===== config.mk =====
export PLATFORM = sky130hd
export DESIGN_NAME = move_input_ctrl
export DESIGN_NICKNAME = d
export VERILOG_FILES = /design/src/rtl/move_input_ctrl.sv
export SDC_FILE = /design/constraint.sdc
export NUM_CORES = 1
export LEC_CHECK = 0
export CAP_MARGIN = 30
export CORE_UTILIZATION = 35
export CTS_CLUSTER_DIAMETER = 150
export DETAILED_ROUTE_END_ITERATION = 12
export HOLD_SLACK_MARGIN = 0.06
export PLACE_DENSITY = 0.53
export SLEW_MARGIN = 15
export SYNTH_ARGS = -nofsm -noshare
export SYNTH_HDL_FRONTEND = slang
export SYNTH_SLANG_ARGS = --single-unit

===== constraint.sdc =====
create_clock -name clk -period 5.9 [get_ports clk]
set_clock_uncertainty 0.2 [all_clocks]
set_input_delay 1.18 -clock clk [delete_from_list [all_inputs] [get_ports clk]]
set_output_delay 1.18 -clock clk [all_outputs]
set_load 0.01 [all_outputs]

===== src/rtl/move_input_ctrl.sv =====
// Move-command producer for the 2048 game: synchronizes and debounces four active-low
// push buttons and issues one valid/ready move command per physical press.
module move_input_ctrl #(
   parameter int unsigned DEBOUNCE_CYCLES = 500000
) (
   input  logic        clk,
   input  logic        rst,
   input  logic [3:0]  buttons,
   input  logic        enable,
   input  logic        move_ready,
   output logic        move_valid,
   output logic [1:0]  move_dir,
   output logic [15:0] move_count,
   output logic [1:0]  state
);

   localparam int unsigned CW = $clog2(DEBOUNCE_CYCLES + 1);
   localparam logic [CW-1:0] CNT_LAST = CW'(DEBOUNCE_CYCLES - 1);

   typedef enum logic [1:0] {
      IDLE         = 2'd0,
      DEBOUNCE     = 2'd1,
      ISSUE        = 2'd2,
      WAIT_RELEASE = 2'd3
   } state_e;

   state_e        state_q, state_d;
   logic [3:0]    sync1_q, sync2_q;
   logic [3:0]    cap_q, cap_d;
   logic [CW-1:0] cnt_q, cnt_d;
   logic          move_valid_q, move_valid_d;
   logic [1:0]    move_dir_q, move_dir_d;
   logic [15:0]   move_count_q, move_count_d;
   logic [3:0]    pressed;

   function automatic logic [1:0] onehot_index(input logic [3:0] v);
      logic [1:0] idx;
      idx = 2'd0;
      for (int i = 0; i < 4; i++) begin
         if (v[i]) idx = 2'(i);
      end
      return idx;
   endfunction

   assign pressed = ~sync2_q;

   always_comb begin
      // NOTE: every _d starts from its _q so no path through the case leaves a latch.
      state_d      = state_q;
      cap_d        = cap_q;
      cnt_d        = cnt_q;
      move_valid_d = move_valid_q;
      move_dir_d   = move_dir_q;
      move_count_d = move_count_q;

      unique case (state_q)
         IDLE: begin
            if (!$onehot0(pressed)) begin
               state_d = WAIT_RELEASE;
            end else if (enable && (pressed != 4'b0000)) begin
               cap_d   = pressed;
               state_d = DEBOUNCE;
            end
         end
         DEBOUNCE: begin
            if (pressed != cap_q) begin
               state_d = IDLE;
            end else if (cnt_q == CNT_LAST) begin
               state_d      = ISSUE;
               move_dir_d   = onehot_index(cap_q);
               move_valid_d = 1'b1;
            end else begin
               cnt_d = cnt_q + 1'b1;
            end
         end
         ISSUE: begin
            // Command stays up regardless of enable or buttons until it is taken.
            if (move_ready) begin
               move_valid_d = 1'b0;
               move_count_d = move_count_q + 16'd1;
               state_d      = WAIT_RELEASE;
            end
         end
         WAIT_RELEASE: begin
            if (pressed != 4'b0000) begin
               cnt_d = '0;
            end else if (cnt_q == CNT_LAST) begin
               state_d = IDLE;
            end else begin
               cnt_d = cnt_q + 1'b1;
            end
         end
         default: state_d = IDLE;
      endcase

      // Each state measures its own stability window from zero.
      if (state_d != state_q) cnt_d = '0;
   end

   // NOTE: all state updates use non-blocking assignments so every flop samples pre-edge values.
   always_ff @(posedge clk or negedge rst) begin
      if (!rst) begin
         sync1_q      <= 4'b1111;
         sync2_q      <= 4'b1111;
         state_q      <= IDLE;
         cap_q        <= 4'b0000;
         cnt_q        <= '0;
         move_valid_q <= 1'b0;
         move_dir_q   <= 2'b00;
         move_count_q <= 16'h0000;
      end else begin
         sync1_q      <= buttons;
         sync2_q      <= sync1_q;
         state_q      <= state_d;
         cap_q        <= cap_d;
         cnt_q        <= cnt_d;
         move_valid_q <= move_valid_d;
         move_dir_q   <= move_dir_d;
         move_count_q <= move_count_d;
      end
   end

   assign move_valid = move_valid_q;
   assign move_dir   = move_dir_q;
   assign move_count = move_count_q;
   assign state      = state_q;

endmodule


==> results summary <==
The top cell types in the final layout, fill and taps aside, are sky130_fd_sc_hd__dfrtp_1, sky130_fd_sc_hd__clkdlybuf4s50_1, sky130_fd_sc_hd__nor2_1, sky130_fd_sc_hd__nand2_1. The critical path is of the flip-flop to flip-flop type. Buffers added to address setup during post-CTS repair amount to 0.

The clock tree from TritonCTS is done. At the end of the flow, the number of nets in the layout was 300. The H-tree generated during clock tree synthesis spans 2 levels. The worst hold margin came out at 0.161 ns. The fraction of layout cells with a size suffix above 1 came out at between 9 and 10%. Wires add up to roughly 5.2 mm. The width of the chip came out at 88.1 um. The count of synthesis-stage warnings from yosys is 0. The count of boundary I/O pins came out at 29. The share of the yosys chip area belonging to registers is about half. The critical path data arrival time is 3.23 ns. The die area is ~7800 um2. The sequential standard cell area is around 1300 um2. The repair_antennas step left the layout with diodes totalling 0.

The share of total power in the clock network came out at ~28%. The minimum period implied by the final worst setup slack came out at ~3.2 ns. The capturing element type of the critical path is a flip-flop.

The via count of the first global-routing pass came out at between 1500 and 2000. Setup violations remaining at the end of the flow were counted as 0. The number of sinks on the clock net is 52. The internal reg-to-reg setup slack came out at about 2.7 ns. The most common library cell in the layout ignoring fill and taps is sky130_fd_sc_hd__dfrtp_1.

The placed instances occupy a cell area of slightly below 3000 um2. The clock latency on the worst-skew pair came out at about 0.30 ns. No sink is reached through more buffers than the 2 on the longest clock path.

The largest voltage drop on the vdd net came out at roughly 190 uV. The number of cells on the worst hold path came out at 0. The number of instances resized during post-cts repair is 0. The leakage power came out at about 1.3 nW. The summed instance area of the synthesized netlist came out at approximately 2600 um2. The post-synthesis instance total is between 200 and 300. The die height came out at around 90 um. The global placer's final weighted congestion came out at between 0.7 and 0.8. The global-route wire length before repair came out at about 9.1 mm. The final clock period utilization by the worst path is 54.5%.

The transition time at the pin with the least slew margin came out at roughly 0.65 ns. The count of nets left with antenna violations after detail routing is 0. The detailed-router iteration count before antenna repair is 4. The critical-path maximum fanout came out at 15. The final-report hold violation count came out at 0.

The initial detailed-routing violation count came out at between 50 and 60. The flow ran to the end, and the final reports show no timing, DRC or antenna violations. The initial standard-cell utilization of the core is 36.0%. The type of origin of the critical path is a flip-flop. In the final timing run, aggregate negative setup slack is 0 ns. The share of the core filled with cells in the final layout is roughly 43%. The number of antenna violations at the first check in global routing is 0. The number of vias per cell after detailed routing is 5.00. The total nets after synthesis is 269. Summing all multi-input logic gate instances after layout gives approximately 1200 um2. The worst hold-check path type is flip-flop to flip-flop.

In this run the clock root is driven by a sky130_fd_sc_hd__clkbuf_8. The area added between synthesis and finish is 18.9%. The total via count in the routed design is a little under 2000. Entering global routing, the biggest net connects 53 pins. Setup repair after global routing left no endpoint under its margin. The number of max-slew violations in the final report came out at 0. The post-synthesis sequential element count is 52. The count of maximum capacitance violations came out at 0. The total internal power came out at 0.594 mW. The fill cell instance count of the final layout came out at around 730. The post-route total power came out at 0.854 mW. Input and output buffers added on the ports amount to 28. The number of buffers added by the clock tree synthesis step came out at 5. The area inside the core boundary came out at ~7000 um2.

The total power density per cell area is approximately 280 nW/um2. The part of the total power dissipated in sequential elements came out at between 50 and 60%. The relative contribution of combinational cells to total power is between 20% and 30%. Measured in cells, the most critical reg-to-reg path has a length of 11. The power dissipated by switching net loads is between 0.2 and 0.3 mW. The average wire per cell in the routed design came out at 13.5 um. The number of different library cells used by synthesis comes to between 40 and 50.

The remaining global-route overflow came out at 0. The clock-pin slew reported for the worst setup and hold paths after clock tree synthesis is about 0.09 ns. After floorplanning, the core was divided into 31 placement rows. Dividing the synthesized area by the synthesized cell count gives 10.3 um2. The critical path data required time is ~5.9 ns. For this run, design rule violations remaining after detail routing come to 0. Net switching is between 30 and 40% of the power. The upper clock frequency limit came out at between 0.3 and 0.4 GHz.

For this run, the total global-route usage over all layers was measured as roughly 15%. The worst relative slew slack came out at 56.7%. The final design area excluding fillers is about 3000 um2.

Detailed placement finished with a half-perimeter wire length of between 3 and 4 mm. The number of hold buffers added after CTS was 0.
-- registers in the layout, indices dropped and copies added, names as in the netlist --
register and count:
cnt_q 19, move_dir 2, move_valid 1, state 2, move_count 16, sync1_q 4, cap_q 4, sync2_q 4
-- power by group through the flow --
stage                     registers (mW)  clock network, mW  logic (mW)
after global placement             0.435                  0       0.185
after CTS                          0.429              0.251       0.186
after floorplan                    0.430                  0       0.117
after global routing               0.436              0.266       0.206
final                              0.429              0.241       0.184
after detailed placement           0.435                  0       0.185
-- critical path, cell delays in order, from the launching register on --
cell,delay [ns]
sky130_fd_sc_hd__dfstp_2,0.60
sky130_fd_sc_hd__fa_1,0.42
sky130_fd_sc_hd__inv_1,0.06
sky130_fd_sc_hd__ha_1,0.16
sky130_fd_sc_hd__inv_1,0.06
sky130_fd_sc_hd__ha_1,0.27
sky130_fd_sc_hd__nor2_1,0.10
sky130_fd_sc_hd__a22o_1,0.23
sky130_fd_sc_hd__a211oi_1,0.12
sky130_fd_sc_hd__a311oi_2,0.29
sky130_fd_sc_hd__nand3_2,0.36
sky130_fd_sc_hd__nor3_1,0.26
-- Yosys cell counts --
library cell	instances	area share (%)
sky130_fd_sc_hd__a211oi_1	1	0.29
sky130_fd_sc_hd__a21o_1	1	0.29
sky130_fd_sc_hd__a21oi_1	11	2.1
sky130_fd_sc_hd__a21oi_2	1	0.34
sky130_fd_sc_hd__a22o_1	1	0.34
sky130_fd_sc_hd__a311oi_2	1	0.58
sky130_fd_sc_hd__a31oi_1	3	0.72
sky130_fd_sc_hd__a41o_1	1	0.39
sky130_fd_sc_hd__and2_1	1	0.24
sky130_fd_sc_hd__and2_4	1	0.34
sky130_fd_sc_hd__and3_1	9	2.2
sky130_fd_sc_hd__and3_4	1	0.43
sky130_fd_sc_hd__and3b_1	1	0.34
sky130_fd_sc_hd__and4_1	4	1.3
sky130_fd_sc_hd__buf_2	2	0.39
sky130_fd_sc_hd__buf_4	1	0.29
sky130_fd_sc_hd__clkbuf_1	2	0.29
sky130_fd_sc_hd__dfrtp_1	44	42
sky130_fd_sc_hd__dfstp_2	8	8.1
sky130_fd_sc_hd__fa_1	1	0.77
sky130_fd_sc_hd__ha_1	7	3.4
sky130_fd_sc_hd__inv_1	8	1.2
sky130_fd_sc_hd__mux2_2	1	0.43
sky130_fd_sc_hd__nand2_1	22	3.2
sky130_fd_sc_hd__nand2_4	1	0.43
sky130_fd_sc_hd__nand3_1	13	2.5
sky130_fd_sc_hd__nand3_2	1	0.39
sky130_fd_sc_hd__nand3b_1	1	0.29
sky130_fd_sc_hd__nand4_1	17	4.1
sky130_fd_sc_hd__nand4bb_1	1	0.43
sky130_fd_sc_hd__nor2_1	25	3.6
sky130_fd_sc_hd__nor3_1	5	0.96
sky130_fd_sc_hd__nor3b_2	2	0.96
sky130_fd_sc_hd__nor4_1	2	0.48
sky130_fd_sc_hd__nor4b_1	2	0.68
sky130_fd_sc_hd__o211ai_1	1	0.29
sky130_fd_sc_hd__o21ai_0	10	1.9
sky130_fd_sc_hd__o21ai_1	1	0.19
sky130_fd_sc_hd__or2_2	1	0.24
sky130_fd_sc_hd__or3_1	4	0.96
sky130_fd_sc_hd__or4_1	1	0.29
sky130_fd_sc_hd__or4_4	1	0.43
sky130_fd_sc_hd__xnor2_1	14	4.7
sky130_fd_sc_hd__xor2_1	17	5.7
-- final timing paths --
check / startpoint / to
max: sync2_q[3] / cnt_q[16]
min: sync1_q[0] / sync2_q[0]
max reg2reg: sync2_q[3] / cnt_q[16]
min reg2reg: sync1_q[0] / sync2_q[0]
max in group asynchronous: rst / move_count[11]
min in group asynchronous: rst / cap_q[0]
-- through the flow --
step,std cells,worst slack (ns)
2_1_floorplan,253,3.12
3_3_place_gp,376,2.69
3_5_place_dp,376,2.64
4_1_cts,384,2.65
5_1_grt,384,2.37
6_report,384,2.69
-- cell families after synthesis --
group | synth area share (%)
multiplexers | 0.434
buffers and inverters | 2.12
flip-flops | 50.5
AND/OR/NAND/NOR | 24.8
XOR/XNOR | 10.5
AO/OA/AOI/OAI | 7.47
adder cells (fa/ha/maj) | 4.15
-- final cells by class --
class	instances	share of cell area, %
inverters	8	0.974
clock inverters	2	1.14
multi-input cells	188	39.8
repair buffers	29	9.17
clock buffers	6	2.35
flip-flops and latches	52	42.5
well taps	99	4.02
-- per-layer routing --
| metal | part of all wire (%) | wire [um] | vias up | GRT usage [%] |
|---|---|---|---|---|
| li1 | - | - | 951 | - |
| met1 | 51 | 2660 | 930 | 22.2 |
| met2 | 44 | 2310 | 38 | 23.1 |
| met3 | 4.1 | 213 | 2 | 2.83 |
| met4 | 0.50 | 26 | 0 | 3.52 |
| met5 | 0 | 0 | - | 0 |
(Power assumes the default switching activity.)
